File: src/rtl/rv32i_types.sv
// rv32i_types: shared store/branch packet types for the post-store queue.
package rv32i_types;
  localparam int NUM_BR = 4;
  localparam int BR_W = $clog2(NUM_BR);
  typedef struct packed {
    logic cdb_broadcast;
    logic br_mispred;
    logic [BR_W-1:0] br_tag;
  } cdb_pkt_t;
  typedef struct packed {
    logic [31:0] addr;
    logic [31:0] wdata;
    logic [3:0] wmask;
    logic [NUM_BR-1:0] bmask;
  } mem_pkt_t;
endpackage

File: src/rtl/post_st_fwd_search.sv
// post_st_fwd_search: head-relative priority search returning youngest or oldest match offset.
module post_st_fwd_search #(
  parameter int DEPTH = 8,
  parameter bit YOUNGEST = 1'b1
) (
  input  logic [DEPTH-1:0]         match,
  input  logic [$clog2(DEPTH)-1:0] head,
  output logic                     found,
  output logic [$clog2(DEPTH)-1:0] off
);
  localparam int IW = $clog2(DEPTH);
  always_comb begin
    found = 1'b0;
    off = '0;
    for (int k = 0; k < DEPTH; k++) begin
      if (match[head + IW'(k)] && (YOUNGEST || !found)) begin
        found = 1'b1;
        off = IW'(k);
      end
    end
  end
endmodule

File: src/rtl/post_st_queue.sv
// post_st_queue: multi-port speculative in-order store queue with load forwarding check.
module post_st_queue
  import rv32i_types::*;
#(
  parameter int DEPTH = 8,
  parameter int WR_PORTS = 2,
  parameter int NUM_BR = 4
) (
  input  logic                     clk,
  input  logic                     rst,
  input  cdb_pkt_t                 cdb_pkt2,
  input  logic [WR_PORTS-1:0]      wen,
  input  mem_pkt_t                 fifo_in [WR_PORTS],
  output logic [WR_PORTS-1:0]      wr_accept,
  output logic [$clog2(DEPTH):0]   wr_free,
  input  logic                     ren,
  output logic                     head_safe,
  output mem_pkt_t                 fifo_out,
  output logic                     fifo_empty,
  output logic                     fifo_full,
  output logic [$clog2(DEPTH):0]   count,
  input  logic                     ld_chk_valid,
  input  logic [31:0]              ld_chk_addr,
  input  logic [3:0]               ld_chk_mask,
  output logic                     ld_hit,
  output logic                     ld_fwd_ok,
  output logic [31:0]              ld_fwd_data,
  output logic                     ld_conflict
);
  localparam int IW = $clog2(DEPTH);
  localparam int PW = IW + 1;
  if (NUM_BR != rv32i_types::NUM_BR) begin : g_nbr
    $error("post_st_queue NUM_BR does not match rv32i_types");
  end
  logic [PW-1:0] head_q, head_d, tail_q, tail_d, n_acc;
  mem_pkt_t mem_q [DEPTH];
  mem_pkt_t mem_d [DEPTH];
  mem_pkt_t pkt, head_pkt, ld_pkt;
  logic [DEPTH-1:0] valid, ld_match, sq_match;
  logic [IW-1:0] head_idx, ld_off, sq_off;
  logic ld_found, sq_found, resolve, mispred, head_sq, pop;
  assign head_idx = head_q[IW-1:0];
  assign count = tail_q - head_q;
  assign wr_free = PW'(DEPTH) - count;
  assign fifo_empty = head_q == tail_q;
  assign fifo_full = (head_q[IW] != tail_q[IW]) && (head_idx == tail_q[IW-1:0]);
  assign resolve = cdb_pkt2.cdb_broadcast && !cdb_pkt2.br_mispred;
  assign mispred = cdb_pkt2.cdb_broadcast && cdb_pkt2.br_mispred;
  assign head_pkt = mem_q[head_idx];
  assign fifo_out = head_pkt;
  // A mispredict that squashes the head must block the pop in the same cycle.
  assign head_sq = mispred && sq_found && sq_off == '0;
  assign head_safe = !fifo_empty && head_pkt.bmask == '0 && !head_sq;
  assign pop = ren && head_safe;
  always_comb begin
    for (int j = 0; j < DEPTH; j++) begin
      valid[j] = {1'b0, IW'(j) - head_idx} < count;
      sq_match[j] = valid[j] && mem_q[j].bmask[cdb_pkt2.br_tag];
      ld_match[j] = valid[j] && mem_q[j].addr[31:2] == ld_chk_addr[31:2];
    end
  end
  post_st_fwd_search #(.DEPTH(DEPTH), .YOUNGEST(1'b1)) u_ld_search (
    .match(ld_match),
    .head(head_idx),
    .found(ld_found),
    .off(ld_off)
  );
  post_st_fwd_search #(.DEPTH(DEPTH), .YOUNGEST(1'b0)) u_sq_search (
    .match(sq_match),
    .head(head_idx),
    .found(sq_found),
    .off(sq_off)
  );
  assign ld_pkt = mem_q[head_idx + ld_off];
  assign ld_hit = ld_chk_valid && ld_found;
  assign ld_fwd_ok = ld_hit && (ld_pkt.wmask & ld_chk_mask) == ld_chk_mask;
  assign ld_fwd_data = ld_hit ? ld_pkt.wdata : 32'h0;
  assign ld_conflict = ld_hit && !ld_fwd_ok;
  always_comb begin
    n_acc = '0;
    pkt = fifo_in[0];
    mem_d = mem_q;
    for (int j = 0; j < DEPTH; j++) begin
      if (resolve) mem_d[j].bmask[cdb_pkt2.br_tag] = 1'b0;
    end
    for (int i = 0; i < WR_PORTS; i++) begin
      wr_accept[i] = wen[i] && !mispred && wr_free > n_acc;
      pkt = fifo_in[i];
      if (resolve) pkt.bmask[cdb_pkt2.br_tag] = 1'b0;
      if (wr_accept[i]) mem_d[IW'(tail_q + n_acc)] = pkt;
      n_acc = n_acc + PW'(wr_accept[i]);
    end
    tail_d = mispred ? (sq_found ? head_q + PW'(sq_off) : tail_q) : tail_q + n_acc;
    head_d = head_q + PW'(pop);
  end
  always_ff @(posedge clk) begin
    if (rst) begin
      head_q <= '0;
      tail_q <= '0;
      mem_q <= '{default: '0};
    end else begin
      head_q <= head_d;
      tail_q <= tail_d;
      mem_q <= mem_d;
    end
  end
  if (WR_PORTS > 1) begin : g_wen_chk
    always_ff @(posedge clk) begin
      if (!rst) assert (!(wen[1] && !wen[0]));
    end
  end
endmodule
File: config.mk
export PLATFORM = sky130hd
export DESIGN_NAME = post_st_queue
export DESIGN_NICKNAME = d
export VERILOG_FILES = /design/src/rtl/rv32i_types.sv /design/src/rtl/post_st_fwd_search.sv /design/src/rtl/post_st_queue.sv
export SDC_FILE = /design/constraint.sdc
export NUM_CORES = 2
export LEC_CHECK = 0
export BUFFER_PORTS_ARGS = -buffer_cell sky130_fd_sc_hd__buf_2
export CAP_MARGIN = 20
export CORE_AREA = 2 2 394 240
export CTS_CLUSTER_SIZE = 20
export DETAILED_ROUTE_END_ITERATION = 8
export DIE_AREA = 0 0 396 242
export PLACE_DENSITY = 0.7
export SLEW_MARGIN = 5
export SYNTH_ARGS = -nofsm -noshare
export SYNTH_HDL_FRONTEND = slang
export SYNTH_HIERARCHICAL = 1
export SYNTH_SLANG_ARGS = --single-unit
File: constraint.sdc
create_clock -name clk -period 7.6 [get_ports clk]
set_input_delay 1.14 -clock clk [delete_from_list [all_inputs] [get_ports clk]]
set_output_delay 1.14 -clock clk [all_outputs]
set_load 0.03 [all_outputs]
=== Word level (Yosys, flattened, before mapping) ===
Index checks and enable logic that the tools add are counted.

* Bits in latches: 0
* Memories: 0
* Logic and storage cells: 274
* Register bits: 584
* Memory bits (writable): 0
* Bits of input ports: 190
* Output and inout port bits: 120
* Bits in read-only memories: 0

* $add $sub $neg: 23
* Bitwise gates (word level): 16
* Shift-type cells: 0
* Divide/modulo/power cells: 0
* Reductions and logical operators: 55
* Equality and inequality tests: 13
* Mux-type cells: 107
* $mul: 0
* Order comparisons: 26

{| class="wikitable"
|+ Operator list
! operator !! number
|-
| bitwise mux 576 bit || 2
|-
| two-way mux 576 bit || 2
|-
| binary-select mux 72 bit (select 3 bit) || 2
|-
| demux 72 bit (select 3 bit) || 2
|-
| two-way mux 72 bit || 4
|-
| equality test 30 bit || 8
|-
| two-way mux 40 bit || 2
|-
| binary-select mux 1 bit (select 3 bit) || 16
|-
| two-way mux 4 bit || 12
|-
| bitwise AND 4 bit || 11
|-
| two-way mux 1 bit || 43
|-
| logical AND 1 bit || 41
|-
| two-way mux 3 bit || 12
|-
| less-than comparator 3 x 4 -> 1 bit || 8
|-
| less-than comparator 3 x 4 -> 1 bit (second input constant) || 8
|-
| two-way mux 32 bit || 1
|-
| binary-select mux 1 bit (select 2 bit) || 8
|-
| greater-or-equal comparator 4 bit (second input constant) || 4
|-
| NOT 3 -> 4 bit || 4
|-
| adder 3 bit (second input constant) || 4
|-
| zero test 1 bit || 12
|-
| subtractor 3 bit (first input constant) || 4
|-
| equality test 4 bit || 2
|-
| less-than comparator 4 x 1 -> 1 bit (second input constant) || 2
|-
| 23 further kinds || 26
|}

=== Logic depth before layout (Yosys ltp) ===
* Depth in word-level cells: 33
* Depth in mapped cells: 25
* Mapped depth without buffers: 22

=== By module ===
Netlist, hierarchy kept.

{| class="wikitable"
|+ By module, submodules not included
! module !! area an instance (um^2) !! cells an instance !! seq. area each (um^2) !! times used
|-
| post_st_queue || 35500.3 || 3359 || 11691.2 || 1
|-
| post_st_fwd_search (u_sq_search) || 608.1 || 54 || 0.0 || 1
|-
| post_st_fwd_search (u_ld_search) || 568.0 || 62 || 0.0 || 1
|}

=== Worst setup path before layout ===
Ideal clock, no wire load.

* Path type: register -> output
* Start point: reg head_q[1]
* End point: out ld_fwd_data[24]
* Cell stages (with the launch flop): 24
* Path slack: -0.364 ns
* Arrival: 6.824 ns
* Buffers on the path: 6
* Required time: 6.460 ns
* Cell sequence: dfxtp_1 -> clkbuf_1 -> buf_1 -> buf_1 -> inv_1 -> ha_1 -> and3b_1 -> o21a_1 -> nor2_1 -> nor2_1 -> nor2_1 -> mux2i_1 -> and2_1 -> o21a_1 -> a311oi_1 -> o21ai_0 -> ha_1 -> fa_1 -> clkbuf_1 -> clkbuf_1 -> buf_1 -> mux4_2 -> nand2_1 -> a21oi_1

* Longest elaborated chain between the ends: 18
* Elaborated cells on any way between the ends: 70
* Classes of those cells: 17 x add/sub; 8 x order compare; 35 x mux; 1 x bitwise; 9 x reduce/logical

{| class="wikitable"
|+ Ends and longest elaborated chain
! element !! line !! text
|-
| start: declaration || post_st_queue.sv:35 || <nowiki>logic [PW-1:0] head_q, head_d, tail_q, tail_d, n_acc;</nowiki>
|-
| start signal: assignment || post_st_queue.sv:98 || <nowiki>head_q <= '0;</nowiki>
|-
| start signal: assignment || post_st_queue.sv:102 || <nowiki>head_q <= head_d;</nowiki>
|-
| subtractor 4 bit (*) || post_st_queue.sv:43 || <nowiki>assign count = tail_q - head_q;</nowiki>
|-
| net count[3] || post_st_queue.sv:21 || <nowiki>output logic [$clog2(DEPTH):0] count,</nowiki>
|-
| less-than comparator 3 x 4 -> 1 bit (*) || post_st_queue.sv:57 || <nowiki>valid[j] = {1'b0, IW'(j) - head_idx} < count;</nowiki>
|-
| logical AND 1 bit (*) || post_st_queue.sv:59 || <nowiki>ld_match[j] = valid[j] && mem_q[j].addr[31:2] == ld_chk_addr[31:2];</nowiki>
|-
| net ld_match[3] || post_st_queue.sv:39 || <nowiki>logic [DEPTH-1:0] valid, ld_match, sq_match;</nowiki>
|-
| binary-select mux 1 bit (select 3 bit) || post_st_fwd_search.sv:16 || <nowiki>if (match[head + IW'(k)] && (YOUNGEST || !found)) begin</nowiki>
|-
| two-way mux 1 bit (implied by the code) || post_st_fwd_search.sv:16 ||
|-
| two-way mux 1 bit || post_st_fwd_search.sv:16 ||
|-
| two-way mux 3 bit (5 in series) || post_st_fwd_search.sv:16 ||
|-
| two-way mux 3 bit (*) || post_st_fwd_search.sv:16 ||
|-
| net ld_off[0] || post_st_queue.sv:40 || <nowiki>logic [IW-1:0] head_idx, ld_off, sq_off;</nowiki>
|-
| adder 3 bit (*) || post_st_queue.sv:74 || <nowiki>assign ld_pkt = mem_q[head_idx + ld_off];</nowiki>
|-
| NOT 3 -> 4 bit (implied by the code) (*) || post_st_queue.sv:74 ||
|-
| binary-select mux 72 bit (select 3 bit) (*) || post_st_queue.sv:74 ||
|-
| two-way mux 40 bit (implied by the code) (*) (2 in series) || post_st_queue.sv:74 ||
|-
| two-way mux 32 bit (*) || post_st_queue.sv:77 || <nowiki>assign ld_fwd_data = ld_hit ? ld_pkt.wdata : 32'h0;</nowiki>
|-
| end: declaration || post_st_queue.sv:27 || <nowiki>output logic [31:0] ld_fwd_data,</nowiki>
|}

Mark *: on every way through the listed nets, which the timed path passes. The rest lies on a longest branch. The select of a mux whose other input is x is not followed.

=== Worst setup path after layout ===
* Start point: in ld_chk_addr[7]
* End point: out ld_fwd_data[3]

* Longest elaborated chain between the ends: 17
* Elaborated cells on any way between the ends: 54
* Classes of those cells: 1 x add/sub; 8 x eq/ne; 35 x mux; 1 x bitwise; 9 x reduce/logical

{| class="wikitable"
|+ Ends and longest elaborated chain
! element !! line !! text
|-
| start: declaration || post_st_queue.sv:23 || <nowiki>input logic [31:0] ld_chk_addr,</nowiki>
|-
| equality test 30 bit (*) || post_st_queue.sv:59 ||
|-
| logical AND 1 bit (*) || post_st_queue.sv:59 ||
|-
| net ld_match[4] || post_st_queue.sv:39 ||
|-
| binary-select mux 1 bit (select 3 bit) || post_st_fwd_search.sv:16 ||
|-
| two-way mux 1 bit (implied by the code) || post_st_fwd_search.sv:16 ||
|-
| two-way mux 1 bit || post_st_fwd_search.sv:16 ||
|-
| two-way mux 3 bit (5 in series) || post_st_fwd_search.sv:16 ||
|-
| two-way mux 3 bit (*) || post_st_fwd_search.sv:16 ||
|-
| net ld_off[0] || post_st_queue.sv:40 ||
|-
| adder 3 bit (*) || post_st_queue.sv:74 ||
|-
| NOT 3 -> 4 bit (implied by the code) (*) || post_st_queue.sv:74 ||
|-
| binary-select mux 72 bit (select 3 bit) (*) || post_st_queue.sv:74 ||
|-
| two-way mux 40 bit (implied by the code) (*) (2 in series) || post_st_queue.sv:74 ||
|-
| two-way mux 32 bit (*) || post_st_queue.sv:77 ||
|}

Marks and branches as above.

==> impl_metrics.yaml <==
grt:
  grt_pass1_vias: 31678
  antenna_found_initial: 29
  grt_pass1_wl_um: 225000
  grt_max_degree: 165
  grt_use_total: 0.313
  overflow: 0
routing:
  wl_um: 156000
  ant_nets: 0
  viasPerCell: 6.93
  route.detailed.drc: 0
  dr.pass1.iters: 6
  first_iter_violations: 5365
  avgRoutedWirePerCell_um: 32.5
  vias: 33257
synth:
  yosysUniqueCellTypes: 70
  synth_top_area_frac: 0.319
  synth_edf_count: 0
  netlist_instances: 3475
  synth-seq-area-share: 0.319
  netlist_top_cells_area: "dfxtp_1 (32%), mux2i_1 (16%), mux4_2 (14%)"
  yosys_warnings: 6
  synth_area_um2: 36700
  ys_ff_latch: 584
  syn_nets: 3701
  synthFlopType: "dfxtp_1"
  yosys.area.top_type: "dfxtp_1"
  synth.avg_cell_area_um2: 10.6
  async_flop_share: 0
timing:
  setup_tns_ns: 0
  max-slew-margin-rel: 0.190
  period_minus_slack_ns: 7.45
  setup_violations: 0
  clock.fmax_ghz: 0.134
  fin_worst_skew_ns: 0.0217
  tightestPinTransition_ns: 1.21
  post-route-period-util: 0.980
  slew_viol_final: 0
  hold_viol: 0
  fin_hold_ws_ns: 0.572
run_status:
  status: "finished clean"
floorplanning:
  die_x_um: 396
  die_h_um: 242
  initial_core_util: 0.396
  coreArea_um2: 92600
  die-area_um2: 95800
  rows: 87
  io_pins: 310
placement:
  place_congestion: 1.04
  place_area_um2: 39000
  port_buffers: 307
  dp_hpwl_um: 95200
power_and_ir_drop:
  combPwrFrac: 0.518
  p_leak_nw: 17.9
  p_per_area_nw_per_um2: 370
  internal-power_mw: 8.06
  vdd_ir_drop_max_uv: 747
  power.clock.fraction: 0.210
  power.switching_mw: 7.17
  seq_power_share: 0.272
  switching_share: 0.471
setup_path:
  end_kind: "output port"
  r2r_end: "head_q[1]$_SDFF_PP0_"
  reg2reg_from: "tail_q[0]$_SDFFE_PP0P_"
  path_max_fanout: 24
  reg2reg_setup_slack_ns: 2.24
  startpoint_type: "input pin"
  arrival_ns: 6.31
  critPathKind: "input pin to output port"
  reg2regPathDepth: 20
  required_ns: 6.46
flow_run:
  maxCapViolations: 0
worst_hold_path:
  min_from: "mem_q[40]$_SDFF_PP0_"
  hold_class: "flip-flop to flip-flop"
  hold_path_end: "mem_q[40]$_SDFF_PP0_"
  holdPathStages: 2
final_layout:
  multiInputGateArea_um2: 23400
  area_growth_pct: 12.3
  nets: 3717
  drive_above_1_share: 0.247
  seqCellArea_um2: 11700
  num-fill-cells: 8604
  design_area_um2: 41200
clock_tree:
  cts_sinks: 584
  clkTransAtPathRegs_ns: 0.06
  cts-buffers-inserted: 61
  cts_tree: "built"
  clockRootBuffer: "clkbuf_16"
  clock_latency_ns: 0.66
  htree_levels: 2
  clock_path_buffers: 3
## cell usage after synthesis (48+ instances only)
cell type and n:
nand4_1 54, xor2_1 87, buf_1 115, clkbuf_1 223, nor2_1 127, a21oi_1 48
mux2i_1 593, buf_2 90, nand2_1 304, xnor2_1 171, dfxtp_1 584, a221oi_1 504
mux4_2 231
## through the flow
step | power, mW | utilization | instances | setup slack, ns
final | 15.2 | 0.445 | 4801 | 0.151
after global routing | 15.7 | 0.444 | 4797 | -0.00848
after CTS | 14.9 | 0.443 | 4784 | 0.00989
after detailed placement | 11.7 | 0.421 | 4673 | 0.322
after global placement | 11.5 | 0.420 | 4672 | 0.377
after floorplan | 9.01 | - | 3475 | 0.0655
## flip-flops by register name (all words and copies together) (netlist names)
name and cells:
head_q 4, mem_q 576, tail_q 4
## placed cells by master (no fill, tap or decap), drive strengths merged, types with 3 or more instances in the layout
cell type  instances
mux2i            594
dfxtp            584
a221oi           545
buf              396
nand2            304
mux4             238
xnor2            172
nor2             127
clkbuf            92
xor2              87
nand4             54
a21oi             48
ha                31
inv               28
nor4              27
nor3              21
o32ai             17
diode             16
a32oi             16
nor2b             14
mux2              13
nand3             12
clkinv            11
and2              10
and3               9
o21ai              9
nand2b             7
a21o               6
or4                6
o211ai             5
clkinvlp           5
o2111ai            5
fa                 5
or2                4
o21a               3
o22ai              3
bufinv             3
## metal layers
layer / vias to the layer above / track usage / wire [um]
li1: 13636 / - / -
met1: 16525 / 0.451 / 63400
met2: 2638 / 0.422 / 62700
met3: 440 / 0.117 / 24300
met4: 18 / 0.110 / 5490
met5: - / 0 / 128
## worst max path at each step
stage	startpoint	end	slack (ns)
2_1_floorplan	head_q[1]$_SDFF_PP0_	ld_fwd_data[31]	0.07
3_3_place_gp	ld_chk_addr[7]	ld_conflict	0.38
3_5_place_dp	ld_chk_addr[7]	ld_conflict	0.32
4_1_cts	tail_q[0]$_SDFFE_PP0P_	ld_conflict	0.01
5_1_grt	tail_q[0]$_SDFFE_PP0P_	ld_conflict	-0.008
6_report	ld_chk_addr[7]	ld_fwd_data[3]	0.15
## final cells by class
class	instances	share of cell area
Clock inverter	20	0.00501
Antenna cell	16	0.000972
Multi-Input combinational cell	2420	0.568
Timing Repair Buffer	397	0.0561
Sequential cell	584	0.284
Clock buffer	91	0.0454
Inverter	27	0.00249
Tap cell	1246	0.0379
## repair_timing
item | in CTS | in global routing
buffers inserted | 0 | 1
gates cloned | 0 | 0
pin swaps | 1 | 3
resized for setup | 10 | 15
endpoints found under the setup margin | 34 | 34
hold buffers | 0 | 0
## power by group through the flow
| stage | Sequential, mW | Clock [mW] | Combinational, mW |
|---|---|---|---|
| 2_1_floorplan | 4.01 | 0 | 5.00 |
| 3_3_place_gp | 4.14 | 0 | 7.39 |
| 3_5_place_dp | 4.17 | 0 | 7.55 |
| 4_1_cts | 4.11 | 3.19 | 7.59 |
| 5_1_grt | 4.20 | 3.32 | 8.14 |
| 6_report | 4.14 | 3.19 | 7.89 |
## worst max-delay path: stages
cell     delay, ns
buf_2         0.19
xnor2_1       0.42
nand4_1       0.44
nor3_1        0.35
buf_4         0.18
nand4_1       0.17
nor2_1        0.18
mux2_2        0.23
mux2i_1       0.09
a32o_1        0.26
o21ai_0       0.18
o21ai_1       0.14
ha_4          0.18
fa_4          0.91
buf_4         0.41
mux4_2        0.29
nand2_1       0.07
a21oi_2       0.17
buf_2         0.26
## cells by family (layout without fill, tap and decap cells)
| kind of cell | after synthesis | count (layout) | synth area share |
|---|---|---|---|
| mux | 845 | 845 | 0.314 |
| simple gates | 606 | 606 | 0.0749 |
| flops | 584 | 584 | 0.319 |
| compound gates | 672 | 672 | 0.162 |
| buf+inv | 471 | 535 | 0.0542 |
| xor+xnor | 261 | 261 | 0.0633 |
| fa+ha+maj | 36 | 36 | 0.0133 |
| other cells | 0 | 16 | 0 |
Power figures use the tool's default switching activity.
